<file path="src/rtl/stack_pkg.sv">
// -----------------------------------------------------------------------------
// stack_pkg
// Definitions shared by the byte-stack sequencer and its neighbours:
//   STACK_CAP : default stack capacity in bytes
//   op_e      : word operation select (push / pop)
//   state_e   : sequencer FSM states
// -----------------------------------------------------------------------------
package stack_pkg;

    localparam int STACK_CAP = 256;

    typedef enum logic {
        OP_PUSH = 1'b0,
        OP_POP  = 1'b1
    } op_e;

    typedef enum logic [2:0] {
        ST_IDLE     = 3'd0,
        ST_PUSH_HI  = 3'd1,
        ST_PUSH_LO  = 3'd2,
        ST_POP_LO   = 3'd3,
        ST_POP_HI   = 3'd4,
        ST_POP_WAIT = 3'd5,
        ST_ACK      = 3'd6
    } state_e;

endpackage

</file>
<file path="src/rtl/stack_ctrl.sv">
// -----------------------------------------------------------------------------
// stack_ctrl
// Arbitrates 16-bit word push/pop requests from the execution unit (E) and the
// interrupt unit (I) and sequences each word as two byte operations on an
// external 8-bit stack. Tracks stack depth and rejects operations that would
// overflow or underflow; a rejected operation produces no stack activity.
//
// Ports:
//   clk, rst                      clock, asynchronous active-high reset
//   e_req/e_pop/e_wdata/e_ack     execution-unit request handshake
//   i_req/i_pop/i_wdata/i_ack     interrupt-unit request handshake (priority)
//   rdata                         last popped word, held until the next pop
//   err                           qualifies an ack: operation was rejected
//   busy                          FSM is not in IDLE
//   depth                         bytes currently on the stack (0..CAP)
//   stk_push/stk_pop/stk_in       strobes and data towards the byte stack
//   stk_out                       byte stack output (updates on the pop edge)
// -----------------------------------------------------------------------------
module stack_ctrl
    import stack_pkg::*;
#(
    parameter int CAP = STACK_CAP
) (
    input  logic        clk,
    input  logic        rst,
    input  logic        e_req,
    input  logic        e_pop,
    input  logic [15:0] e_wdata,
    output logic        e_ack,
    input  logic        i_req,
    input  logic        i_pop,
    input  logic [15:0] i_wdata,
    output logic        i_ack,
    output logic [15:0] rdata,
    output logic        err,
    output logic        busy,
    output logic [8:0]  depth,
    output logic        stk_push,
    output logic        stk_pop,
    output logic [7:0]  stk_in,
    input  logic [7:0]  stk_out
);

    localparam logic [8:0] PUSH_MAX = 9'(CAP - 2);
    localparam logic [8:0] POP_MIN  = 9'd2;

    state_e      state_q, state_d;
    logic        gnt_i_q, gnt_i_d;     // 1: interrupt unit owns the current op
    op_e         op_q,    op_d;
    logic [15:0] wdata_q, wdata_d;
    logic        err_q,   err_d;
    logic [15:0] rdata_q, rdata_d;
    logic [8:0]  depth_q, depth_d;

    // Fixed-priority pick: I wins whenever both request in the same cycle.
    op_e         req_op;
    logic [15:0] req_wdata;
    logic        req_legal;

    assign req_op    = i_req ? op_e'(i_pop) : op_e'(e_pop);
    assign req_wdata = i_req ? i_wdata : e_wdata;
    assign req_legal = (req_op == OP_PUSH) ? (depth_q <= PUSH_MAX)
                                           : (depth_q >= POP_MIN);

    always_comb begin
        // NOTE: every signal gets a default first, so no path through the
        // case statement can leave one unassigned and infer a latch.
        state_d = state_q;
        gnt_i_d = gnt_i_q;
        op_d    = op_q;
        wdata_d = wdata_q;
        err_d   = err_q;
        rdata_d = rdata_q;
        depth_d = depth_q;

        case (state_q)
            ST_IDLE: begin
                if (i_req || e_req) begin
                    gnt_i_d = i_req;
                    op_d    = req_op;
                    wdata_d = req_wdata;
                    err_d   = !req_legal;
                    if (!req_legal)
                        state_d = ST_ACK;
                    else if (req_op == OP_PUSH)
                        state_d = ST_PUSH_HI;
                    else
                        state_d = ST_POP_LO;
                end
            end
            ST_PUSH_HI: state_d = ST_PUSH_LO;
            ST_PUSH_LO: state_d = ST_ACK;
            ST_POP_LO:  state_d = ST_POP_HI;
            ST_POP_HI: begin
                // stk_out now shows the low byte popped at the previous edge.
                rdata_d[7:0] = stk_out;
                state_d      = ST_POP_WAIT;
            end
            ST_POP_WAIT: begin
                rdata_d[15:8] = stk_out;
                state_d       = ST_ACK;
            end
            ST_ACK:  state_d = ST_IDLE;
            default: state_d = ST_IDLE;
        endcase

        // The legality check in IDLE guarantees this never wraps.
        if (stk_push)
            depth_d = depth_q + 9'd1;
        else if (stk_pop)
            depth_d = depth_q - 9'd1;
    end

    // NOTE: state registers use non-blocking assignments so every flop samples
    // the pre-edge values regardless of block evaluation order.
    always_ff @(posedge clk or posedge rst) begin
        if (rst) begin
            state_q <= ST_IDLE;
            gnt_i_q <= 1'b0;
            op_q    <= OP_PUSH;
            wdata_q <= '0;
            err_q   <= 1'b0;
            rdata_q <= '0;
            depth_q <= '0;
        end else begin
            state_q <= state_d;
            gnt_i_q <= gnt_i_d;
            op_q    <= op_d;
            wdata_q <= wdata_d;
            err_q   <= err_d;
            rdata_q <= rdata_d;
            depth_q <= depth_d;
        end
    end

    // Outputs decode from registered state only; no input reaches an output
    // combinationally.
    assign busy     = (state_q != ST_IDLE);
    assign stk_push = (state_q == ST_PUSH_HI) || (state_q == ST_PUSH_LO);
    assign stk_pop  = (state_q == ST_POP_LO)  || (state_q == ST_POP_HI);
    assign stk_in   = (state_q == ST_PUSH_HI) ? wdata_q[15:8] :
                      (state_q == ST_PUSH_LO) ? wdata_q[7:0]  : 8'h00;
    assign e_ack    = (state_q == ST_ACK) && !gnt_i_q;
    assign i_ack    = (state_q == ST_ACK) &&  gnt_i_q;
    assign err      = (state_q == ST_ACK) &&  err_q;
    assign rdata    = rdata_q;
    assign depth    = depth_q;

endmodule

</file>
<file path="config.mk">
export PLATFORM = sky130hd
export DESIGN_NAME = stack_ctrl
export DESIGN_NICKNAME = d
export VERILOG_FILES = /design/src/rtl/stack_pkg.sv /design/src/rtl/stack_ctrl.sv
export SDC_FILE = /design/constraint.sdc
export NUM_CORES = 1
export LEC_CHECK = 0
export BUFFER_PORTS_ARGS = -buffer_cell sky130_fd_sc_hd__clkbuf_2
export CAP_MARGIN = 20
export CORE_UTILIZATION = 49
export CTS_CLUSTER_SIZE = 30
export DETAILED_ROUTE_END_ITERATION = 7
export HOLD_SLACK_MARGIN = 0.12
export PLACE_DENSITY = 0.79
export SLEW_MARGIN = 25
export SYNTH_ARGS = -nofsm -noshare
export SYNTH_HDL_FRONTEND = slang
export SYNTH_SLANG_ARGS = --single-unit
</file>
<file path="constraint.sdc">
create_clock -name clk -period 2.9 [get_ports clk]
set_clock_uncertainty 0.2 [all_clocks]
set_input_delay 0.58 -clock clk [delete_from_list [all_inputs] [get_ports clk]]
set_output_delay 0.58 -clock clk [all_outputs]
set_load 0.02 [all_outputs]
</file>
Word-level counts from Yosys, hierarchy flattened
Index checks and enable logic that the tools add are counted.
- output and inout bits: 39
- flip-flop bits (word level): 46
- input bits: 46
- logic and storage cells: 42
- add/sub/neg operators: 2
- order comparisons: 2
- reductions and logical operators: 13
- muxes and demuxes: 11
- equality and inequality tests: 7
- operators with widths (cell ; count):
    $mux W9 ; 2
    $mux W16 ; 1
    $mux W8 ; 2
    $pmux W3 S5 ; 1
    $add A9 B1 Y9 const B ; 1
    $eq A3 B3 Y1 const B ; 3
    $ge A9 B2 Y1 const B ; 1
    $le A9 B8 Y1 const B ; 1
    $sub A9 B1 Y9 const B ; 1
    $eq A3 B2 Y1 const B ; 2
    $mux W3 ; 2
    $eq A3 B1 Y1 const B ; 1
    $logic_and A1 B1 Y1 ; 3
    $logic_not A3 Y1 ; 1
    $logic_or A1 B1 Y1 ; 3
    $reduce_bool A3 Y1 ; 1
    $logic_not A1 Y1 ; 2
    $mux W1 ; 2
    $mux W2 ; 1
    $ne A2 B2 Y1 const B ; 1
    $reduce_and A2 Y1 ; 1
    $reduce_bool A2 Y1 ; 1
    $reduce_or A2 Y1 ; 1

Longest topological paths before layout
Gate-level depths: netlist of the first run.
- depth in word-level cells: 5
- mapped depth: 10
- depth with buffers taken out: 9

Least setup slack after synthesis of the first run
No wires, ideal clock.
- path kind: register to register
- start: register state_q[0]
- end: register depth_q[6] (netlist: depth[6])
- buffers on the path: 1
- arrival time: 2143 ps
- stages on the path, launching flop included: 11
- library setup time: 132 ps
- clock period less this slack: 2475 ps
- slack: 425 ps
- required time: 2568 ps
- cell sequence: dfrtp_1 -> buf_2 -> xnor2_1 -> or2_4 -> inv_2 -> xnor2_1 -> ha_1 -> or3_1 -> nor4_1 -> a31oi_1 -> xnor2_1
- longest elaborated chain between the ends: 3
- elaborated cells between the ends (all ways): 8
- those cells by class: eq/ne (4); mux (1); reduce/logical (3)
- RTL lines (element ; RTL line ; RTL):
    start: declaration ; stack_ctrl.sv:47 ; state_e state_q, state_d;
    start signal: assignment ; stack_ctrl.sv:126 ; state_q <= state_d;
    $eq A3 B1 Y1 / $eq A3 B2 Y1 (equally long branches) ; stack_ctrl.sv:139 ; assign stk_push = (state_q == ST_PUSH_HI) || (state_q == ST_PUSH_LO);
    $logic_or A1 B1 Y1 * ; stack_ctrl.sv:139 ;
    named net stk_push ; stack_ctrl.sv:38 ; output logic stk_push,
    $mux W9 / $reduce_bool A2 Y1 (equally long branches) ; n/a ;
    end signal: assignment ; stack_ctrl.sv:132 ; depth_q <= depth_d;
    end: declaration ; stack_ctrl.sv:53 ; logic [8:0] depth_q, depth_d;
Mark *: on every way through the listed nets, which the timed path passes. The rest lies on a longest branch.
A chain may end at the register's enable or synchronous reset.

Worst setup path in the final report of the first run
- start: register state_q[2]
- end: output stk_pop
- longest elaborated chain between the ends: 2
- elaborated cells between the ends (all ways): 3
- those cells by class: eq/ne (2); reduce/logical (1)
- RTL lines (element ; RTL line ; RTL):
    $eq A3 B2 Y1 / $eq A3 B3 Y1 (equally long branches) ; stack_ctrl.sv:140 ; assign stk_pop = (state_q == ST_POP_LO) || (state_q == ST_POP_HI);
    $logic_or A1 B1 Y1 * ; stack_ctrl.sv:140 ;
    end: declaration ; stack_ctrl.sv:39 ; output logic stk_pop,
Every way passes the cells marked *; elsewhere a longest branch is shown, timed or not.

==> results by group, run 1 <==
Timing
  – Final Hold Viols: 0
  – RSZ-0062 raised after global routing: false
  – Final worst path period share: 0.901
  – Setup violations, final: 0
  – Slew of the pin with the lowest slew margin: 776 ps
  – Rel. slew slack: 0.482
  – Final Max Tran Viols: 0
  – Fmax: 383 MHz
  – Total negative slack: 0 ps
  – Fin crit period: 2610 ps
  – Final Worst Setup Slack: 287 ps

Critical path
  – Crit Path Max Fanout: 12
  – Largest stage delay on the critical path: 570 ps
  – Crit-path slowest cell: dfrtp_1
  – Critical path arrival: 1830 ps
  – CP bufs+invs: 1
  – Setup CP Type: reg2out
  – Critical Path RT: 2120 ps
  – Startpoint types: flip-flop
  – CP top delay family: flip-flops
  – Worst Setup End Kind: primary output
  – Critical path cell sequence: or3b_4 -> o21ai_2 -> clkbuf_2

Final layout
  – Ant diodes: 0
  – Layout Cells excl Fill: 356
  – P&R area growth vs syn: 24.1%
  – Final nets: 350
  – Fillers: 392
  – Layout cells sized above 1: 0.398

Floorplan
  – Die area: 0.00511 sq mm
  – Row Count: 24
  – Chip width: 71.5 microns
  – Initial Utilization: 0.525
  – IO Count: 85
  – Die H: 71.5 microns
  – Core area: 0.00450 sq mm

Clock network
  – Clock Path Buffers: 2
  – H-tree Lvls: 2
  – Clk_lat worst skew: 300 ps
  – Post-CTS setup buffer count: 0
  – CTS tree: built
  – Clock transition at path regs: 80 ps
  – CTS buffer count: 5
  – CTS sink count: 46
  – Post-CTS Resized: 0
  – Root Buffer: clkbuf_8
  – Hold buffer count at cts: 0

Place
  – Placed Cells: 348
  – IO buf count: 84
  – Final Wtd Congestion: 0.800
  – HPWL after DPL: 3.63 mm
  – DP Worst Slack: 314 ps

Logic synthesis
  – Dominant cells by area after synthesis: dfrtp_1 49%, mux2i_1 7.6%, mux2_2 6.7%
  – Post-synth cell types: 47
  – Syn avg cell area: 10.7 sq um
  – Syn Nets: 269
  – Mapped Area: 0.00237 sq mm
  – Share of the synthesized area in the top cell type: 0.487
  – Top cell type by total area after synthesis: dfrtp_1
  – Count leader, synth: dfrtp_1
  – EDFF count, synth: 0
  – #FFs+latches synth: 46
  – Synth cell count leaders: 46 x dfrtp_1, 30 x nor2_1, 19 x a21oi_1
  – Async SR Flop Fraction: 1.00
  – Synth warnings: 0
  – Seq/Total Area, Yosys: 0.487
  – Top FF cell, synth: dfrtp_1
  – Cell count after synthesis: 222

Global route
  – Tot GR Track Use: 0.215
  – Vias in the first global route: 1844
  – Initial antenna violation count: 0
  – First-pass GRT wire length: 8.40 mm
  – Largest net degree at the start of global routing: 47
  – Grt ovf: 0

Power and ir drop
  – PD cells: 1230 mW/mm^2
  – Peak VDD IR: 0.000634 V
  – Total power: 3.60 mW
  – Leakage: 1.40 nW

Route
  – Antenna-violating nets left: 0
  – Routed vias: 1922
  – Starting DRT DRC Count: 146
  – Vias per std cell: 5.40
  – First-pass DRT Iterations: 4
  – Routed wire length: 5.10 mm
  – Routed WL per cell: 14.3 microns
  – Drc violations: 0

Run status
  – Status: finished, final reports clean

Flow run
  – Max-Cap Viols: 0

Hold path
  – Worst Hold Class: in2async
[cells by family after synthesis]
group | synth area share
AND/OR/NAND/NOR | 0.141
flip-flops | 0.487
AO/OA/AOI/OAI | 0.111
multiplexers | 0.162
buffers and inverters | 0.0534
XOR/XNOR | 0.0407
adder cells (fa/ha/maj) | 0.00529
[path summary, 6_finish.rpt]
| check | start | end | slack (ps) | cells after the start |
|---|---|---|---|---|
| min in group clk | err_q$_DFFE_PP0P_ | err_q$_DFFE_PP0P_ | 290 | 1 |
| max in group asynchronous | rst | rdata[7]$_DFFE_PP0P_ | 1860 | 2 |
| hold reg to reg | err_q$_DFFE_PP0P_ | err_q$_DFFE_PP0P_ | 290 | 1 |
| setup reg to reg | state_q[0]$_DFFE_PP0P_ | depth[6]$_DFFE_PP0P_ | 310 | 9 |
| setup / recovery | state_q[2]$_DFFE_PP0P_ | stk_pop | 290 | 3 |
| hold / removal | rst | wdata_q[6]$_DFFE_PP0P_ | 160 | 2 |
[cell usage in the layout, fill, tap and decap left out, types with 2 or more instances in the layout]
master	instances
clkbuf_2	84
dfrtp_1	46
nor2_1	30
a21oi_1	19
mux2i_1	18
mux2_2	14
xnor2_1	9
a22oi_1	9
nand2_1	6
nor4_1	6
clkbuf_8	6
buf_4	6
inv_1	4
mux2_1	4
nor2b_1	3
nand3_1	3
nand4_1	2
xor2_1	2
or3_1	2
o32ai_1	2
and3_1	2
bufinv_16	2
[metrics by stage]
step,util,hold WS (ps),area [sq um]
finish,0.652,160,2940
global route,0.652,238,2940
floorplan,-,250,2370
detailed placement,0.620,277,2790
CTS,0.652,297,2940
global placement,0.620,264,2790
[registers in the layout, summed over array words and instances (netlist names)]
signal	count
wdata_q	16
err_q	1
rdata	16
gnt_i_q	1
depth	9
state_q	3
[power by group]
| group | leakage [nW] | total (mW) | internal, mW | switching, mW |
|---|---|---|---|---|
| clock network | 0.0714 | 0.587 | 0.367 | 0.219 |
| registers | 0.523 | 1.27 | 0.973 | 0.293 |
| logic | 0.811 | 1.75 | 0.741 | 1.01 |
| total | 1.40 | 3.60 | 2.08 | 1.52 |
[cell type report]
type,count,area (sq um),share of cell area
inverter,6,23.8,0.00810
clock buffer,6,82.6,0.0281
multi-input combinational,154,1090,0.371
timing repair buffer,90,465,0.158
tap,52,65.1,0.0222
sequential,46,1150,0.392
clock inverter,2,60.1,0.0205
[per-layer routing]
metal / vias to the layer above / share of wire / track usage
met2: 57 / 0.50 / 0.356
met4: 0 / 0.017 / 0.0959
met3: 7 / 0.046 / 0.0366
li1: 947 / - / -
met5: - / 0 / 0
met1: 911 / 0.43 / 0.279
Power figures use the tool's default switching activity.
==> inputs of run 2 (changes only) <==
Settings changed: CORE_UTILIZATION 49 to 30, PLACE_DENSITY 0.79 to unset.
==> run 2 against run 1 <==
Non-clock buffer count increased by 2. Highest routed layer unchanged. Critical path type is now reg2reg. Final area increased by 1.4%. Sequential power about the same. Largest cell class unchanged. Critical path depth increased by 6.
==> results by group, run 2 (synthesized netlist as in run 1, its figures left out) <==
Run status
  – Status: finished, final reports clean

Timing
  – Rel. slew slack: 0.729 (+0.246)
  – Final Worst Setup Slack: 229 ps (-57.5 ps)
  – Hold_ws: 285 ps (+125 ps)
  – Fmax: 374 MHz (-2.2%)
  – RSZ-0062 raised after global routing: false
  – Total negative slack: 0 ps (unchanged)
  – Slew of the pin with the lowest slew margin: 404 ps (-372 ps)
  – Final Max Tran Viols: 0 (unchanged)
  – Final worst path period share: 0.921 (+0.0198)
  – Setup violations, final: 0 (unchanged)
  – Final Hold Viols: 0 (unchanged)
  – Fin crit period: 2670 ps (+57.5 ps)

Place
  – IO buf count: 84 (unchanged)
  – DP Worst Slack: 264 ps (-49.6 ps)
  – Area of placed instances: 0.00286 sq mm (+2.5%)
  – Placed Cells: 399 (+15%)
  – HPWL after DPL: 3.93 mm (+8.4%)
  – Final Wtd Congestion: 0.798 (-0.20%)

Critical path
  – Worst Setup End Kind: flip-flop
  – Critical Path RT: 2880 ps (+760 ps)
  – Crit-path slowest cell: dfrtp_1
  – Critical path cell sequence: xnor2_1 -> or2_4 -> inv_2 -> xnor2_1 -> ha_1 -> or3_1 -> nor4_1 -> a31oi_1 -> xnor2_1
  – Startpoint types: flip-flop
  – Setup CP Type: reg2reg
  – Largest stage delay on the critical path: 480 ps (-90 ps)
  – Most used cell, CP: xnor2_1
  – Critical path arrival: 2650 ps (+820 ps)
  – Crit Path Max Fanout: 10 (-2)

Power and ir drop
  – PD cells: 1180 mW/mm^2 (-4.2%)
  – Leakage: 1.39 nW (-0.69%)
  – Total power: 3.50 mW (-2.8%)
  – Peak VDD IR: 0.000478 V (-25%)

Global route
  – Tot GR Track Use: 0.132 (-0.0822)
  – Global route hottest layer: met2
  – Grt met2 use: 0.228 (-0.128)
  – Largest net degree at the start of global routing: 33 (-30%)
  – Met1 Usage GRT: 0.163 (-0.116)
  – Vias in the first global route: 1822 (-1.2%)
  – First-pass GRT wire length: 8.68 mm (+3.3%)
  – Initial antenna violation count: 0 (unchanged)
  – Grt ovf: 0 (unchanged)
  – Met3 Use GR: 0.0253 (-0.0113)

Route
  – Starting DRT DRC Count: 92 (-37%)
  – Routed vias: 1944 (+1.1%)
  – Routed wire length: 5.34 mm (+4.7%)
  – Routed WL per cell: 13.1 microns (-8.6%)
  – Antenna-violating nets left: 0 (unchanged)
  – Drc violations: 0 (unchanged)
  – First-pass DRT Iterations: 6 (+2)
  – Vias per std cell: 4.76 (-12%)

Floorplan
  – IO Count: 85 (unchanged)
  – Die area: 0.00825 sq mm (+61%)
  – Initial Utilization: 0.308 (-0.217)
  – Chip width: 90.8 microns (+27%)
  – Row Count: 32 (+33%)
  – Die H: 90.8 microns (+27%)
  – Core area: 0.00769 sq mm (+71%)

Final layout
  – Fin util: 0.388 (-0.264)
  – Most frequent cells in the layout: 84 x clkbuf_2, 46 x dfrtp_1, 30 x nor2_1
  – Layout Cells excl Fill: 408 (+15%)
  – Fin area: 0.00298 sq mm (+1.4%)
  – Commonest non-fill, non-tap cell in the layout: clkbuf_2
  – Final nets: 352 (+0.57%)
  – Layout cells sized above 1: 0.392 (-0.00587)
  – P&R area growth vs syn: 25.9%
  – Ant diodes: 0 (unchanged)

Clock network
  – Clk_lat worst skew: 290 ps (about the same)
  – Root Buffer: clkbuf_8
  – Post-CTS Resized: 0 (unchanged)
  – Post-CTS setup buffer count: 0 (unchanged)
  – CTS sink count: 46 (unchanged)
  – H-tree Lvls: 2 (unchanged)
  – CTS tree: built
  – Clock Path Buffers: 2 (unchanged)
  – CTS buffer count: 5 (unchanged)
  – Hold buffer count at cts: 1 (+1)
  – Clock transition at path regs: 90 ps (about the same)

Flow run
  – Max-Cap Viols: 0 (unchanged)

Hold path
  – Worst Hold Class: reg2reg
==> run 2: cell types whose count changed in the layout (fill, tap and decap cells not counted), sizes merged <==
cell and change:
buf +1, clkinv -1, dlygate4sd3 +1, inv +1
clkbuf +1, bufinv -1
==> run 2: final cells by class <==
type / count / area [sq um]
repair buffers: 92 / 483
inverters: 6 / 22.5
fillers: 796 / 4710
clock inverters: 1 / 30.0
clock buffers: 7 / 76.3
multi-input cells: 154 / 1090
well taps: 102 / 128
flip-flops and latches: 46 / 1150
==> run 2: layer usage <==
layer  wire length, microns  share of wire
met2                   2700           0.51
met5                      0              0
met1                   2390           0.45
met4                     71          0.013
met3                    186          0.035
==> run 2: worst paths after layout <==
path	start	slack [ps]	depth (start not counted)	to
setup / recovery	state_q[0]$_DFFE_PP0P_	230	9	depth[6]$_DFFE_PP0P_
hold / removal	err_q$_DFFE_PP0P_	290	1	err_q$_DFFE_PP0P_
setup reg to reg	state_q[0]$_DFFE_PP0P_	230	9	depth[6]$_DFFE_PP0P_
hold reg to reg	err_q$_DFFE_PP0P_	290	1	err_q$_DFFE_PP0P_
max in group asynchronous	rst	1170	4	wdata_q[13]$_DFFE_PP0P_
min in group asynchronous	rst	600	3	rdata[15]$_DFFE_PP0N_
==> run 2: power by group <==
part | switching [mW] | internal [mW] | total, mW
Combinational | 1.02 | 0.742 | 1.76
Sequential | 0.294 | 0.973 | 1.27
Clock | 0.213 | 0.258 | 0.471
Total | 1.53 | 1.97 | 3.50
==> run 2: worst max-delay path: cells and delay by family (launching register included) <==
family | cells | cell delay, ps
fa+ha+maj | 1 | 220
xor+xnor | 3 | 630
compound gates | 1 | 150
buf+inv | 1 | 50
simple gates | 3 | 820
flops | 1 | 480
==> inputs of run 3 (changes only) <==
--- a/constraint.sdc
+++ b/constraint.sdc
@@ -4,2 +4,2 @@
 set_output_delay 0.58 -clock clk [all_outputs]
-set_load 0.02 [all_outputs]
+set_load 0.1 [all_outputs]
==> run 3 against run 2 <==
First-iteration DRC count decreased by 18%. Sequential share of layout area is 2.5 points lower. Flip-flop and latch count did not move. Critical path type is now reg2out. Largest cell class unchanged. Highest routed layer unchanged.
==> results by group, run 3 (synthesized netlist as in run 1, its figures left out) <==
Run status
  – Status: finished, final reports clean

Floorplan
  – Initial Utilization: 0.308 (unchanged)
  – IO Count: 85 (unchanged)
  – Die H: 90.8 microns (unchanged)
  – Die area: 0.00825 sq mm (unchanged)
  – Core area: 0.00769 sq mm (unchanged)
  – Chip width: 90.8 microns (unchanged)
  – Row Count: 32 (unchanged)

Timing
  – Final Max Tran Viols: 0 (unchanged)
  – Total negative slack: 0 ps (unchanged)
  – RSZ-0062 raised after global routing: false
  – Final Hold Viols: 0 (unchanged)
  – Hold_ws: 296 ps (+10.8 ps)
  – Final worst path period share: 0.893 (-0.0281)
  – Rel. slew slack: 0.632 (-0.0968)
  – Fin crit period: 2590 ps (-81.5 ps)
  – Slew of the pin with the lowest slew margin: 555 ps (+151 ps)
  – Setup violations, final: 0 (unchanged)
  – Fmax: 386 MHz (+3.1%)

Critical path
  – Critical path arrival: 1810 ps (-840 ps)
  – Setup CP Type: reg2out
  – Critical Path RT: 2120 ps (-760 ps)
  – CP top delay family: buffers and inverters
  – CP bufs+invs: 2 (+1)
  – Largest stage delay on the critical path: 480 ps (about the same)
  – Crit-path slowest cell: dfrtp_1
  – Critical path cell sequence: xnor2_1 -> or2_4 -> inv_2 -> clkbuf_2
  – Crit Path Max Fanout: 10 (unchanged)
  – Worst Setup End Kind: primary output
  – Startpoint types: flip-flop

Global route
  – Met1 Usage GRT: 0.168 (+0.00451)
  – Vias in the first global route: 1816 (-0.33%)
  – Initial antenna violation count: 0 (unchanged)
  – Global route hottest layer: met2
  – Met3 Use GR: 0.0303 (+0.00505)
  – Tot GR Track Use: 0.135 (+0.00237)
  – Grt met2 use: 0.230 (+0.00253)
  – Largest net degree at the start of global routing: 25 (-24%)
  – Grt ovf: 0 (unchanged)
  – First-pass GRT wire length: 8.83 mm (+1.8%)

Route
  – Routed WL per cell: 13.4 microns (+2.2%)
  – Routed vias: 1922 (-1.1%)
  – Starting DRT DRC Count: 75 (-18%)
  – Vias per std cell: 4.70 (-1.4%)
  – Antenna-violating nets left: 0 (unchanged)
  – Routed wire length: 5.48 mm (+2.5%)
  – First-pass DRT Iterations: 4 (-2)
  – Drc violations: 0 (unchanged)

Clock network
  – Clk_lat worst skew: 290 ps (about the same)
  – Post-CTS Resized: 0 (unchanged)
  – Clock Path Buffers: 2 (unchanged)
  – H-tree Lvls: 2 (unchanged)
  – Post-CTS setup buffer count: 0 (unchanged)
  – Clock transition at path regs: 80 ps (about the same)
  – Hold buffer count at cts: 1 (unchanged)
  – CTS buffer count: 5 (unchanged)
  – Root Buffer: clkbuf_8
  – CTS sink count: 46 (unchanged)
  – CTS tree: built

Final layout
  – Commonest non-fill, non-tap cell in the layout: clkbuf_2
  – Layout cells sized above 1: 0.404 (+0.0118)
  – Fin area: 0.00319 sq mm (+7.0%)
  – P&R area growth vs syn: 34.7%
  – Fin util: 0.415 (+0.0270)
  – Final nets: 353 (+0.28%)
  – Ant diodes: 0 (unchanged)
  – Most frequent cells in the layout: 72 x clkbuf_2, 46 x dfrtp_1, 27 x nor2_1

Place
  – IO buf count: 84 (unchanged)
  – Area of placed instances: 0.00307 sq mm (+7.3%)
  – HPWL after DPL: 4.18 mm (+6.2%)
  – Final Wtd Congestion: 0.800 (+0.26%)

Flow run
  – Max-Cap Viols: 0 (unchanged)

Hold path
  – Worst Hold Class: reg2reg
==> run 3: changes by cell type in the layout (fill, tap and decap cells not counted) <==
| cell | before | now |
|---|---|---|
| buf_12 | 0 | 13 |
| nor2_2 | 0 | 3 |
| nor2_1 | 30 | 27 |
| clkbuf_2 | 84 | 72 |
==> run 3: path summary, 6_finish.rpt <==
| kind | startpoint | endpoint | slack, ps | depth (start not counted) |
|---|---|---|---|---|
| max | state_q[0]$_DFFE_PP0P_ | stk_push | 310 | 4 |
| min | err_q$_DFFE_PP0P_ | err_q$_DFFE_PP0P_ | 300 | 1 |
| max reg2reg | state_q[0]$_DFFE_PP0P_ | depth[6]$_DFFE_PP0P_ | 350 | 9 |
| min reg2reg | err_q$_DFFE_PP0P_ | err_q$_DFFE_PP0P_ | 300 | 1 |
| max in group asynchronous | rst | rdata[5]$_DFFE_PP0P_ | 1320 | 4 |
| min in group asynchronous | rst | wdata_q[11]$_DFFE_PP0P_ | 590 | 3 |
==> run 3: cell type report <==
cell class                      instances  area, sq um
Tap cell                              102          128
Sequential cell                        46         1150
Multi-Input combinational cell        154         1100
Clock inverter                          1         30.0
Fill cell                             764         4500
Clock buffer                            7         76.3
Timing Repair Buffer                   93          683
Inverter                                6         22.5
==> run 3: per-layer routing <==
metal | vias up | wire length (microns)
met5 | - | 0
met4 | 0 | 39
met3 | 4 | 192
met2 | 43 | 2830
met1 | 924 | 2420
li1 | 951 | -
==> run 3: stage by stage <==
| stage | std cells | worst slack (ps) |
|---|---|---|
| after floorplan | 222 | -240 |
| after detailed placement | 400 | 368 |
| after CTS | 409 | 308 |
| after global placement | 400 | 388 |
| after global routing | 409 | 152 |
| final | 409 | 310 |
Power of run 3 is left out: the tool's default activity adds up to more than one toggle a clock period on the data nets, which glitch-free logic cannot reach.
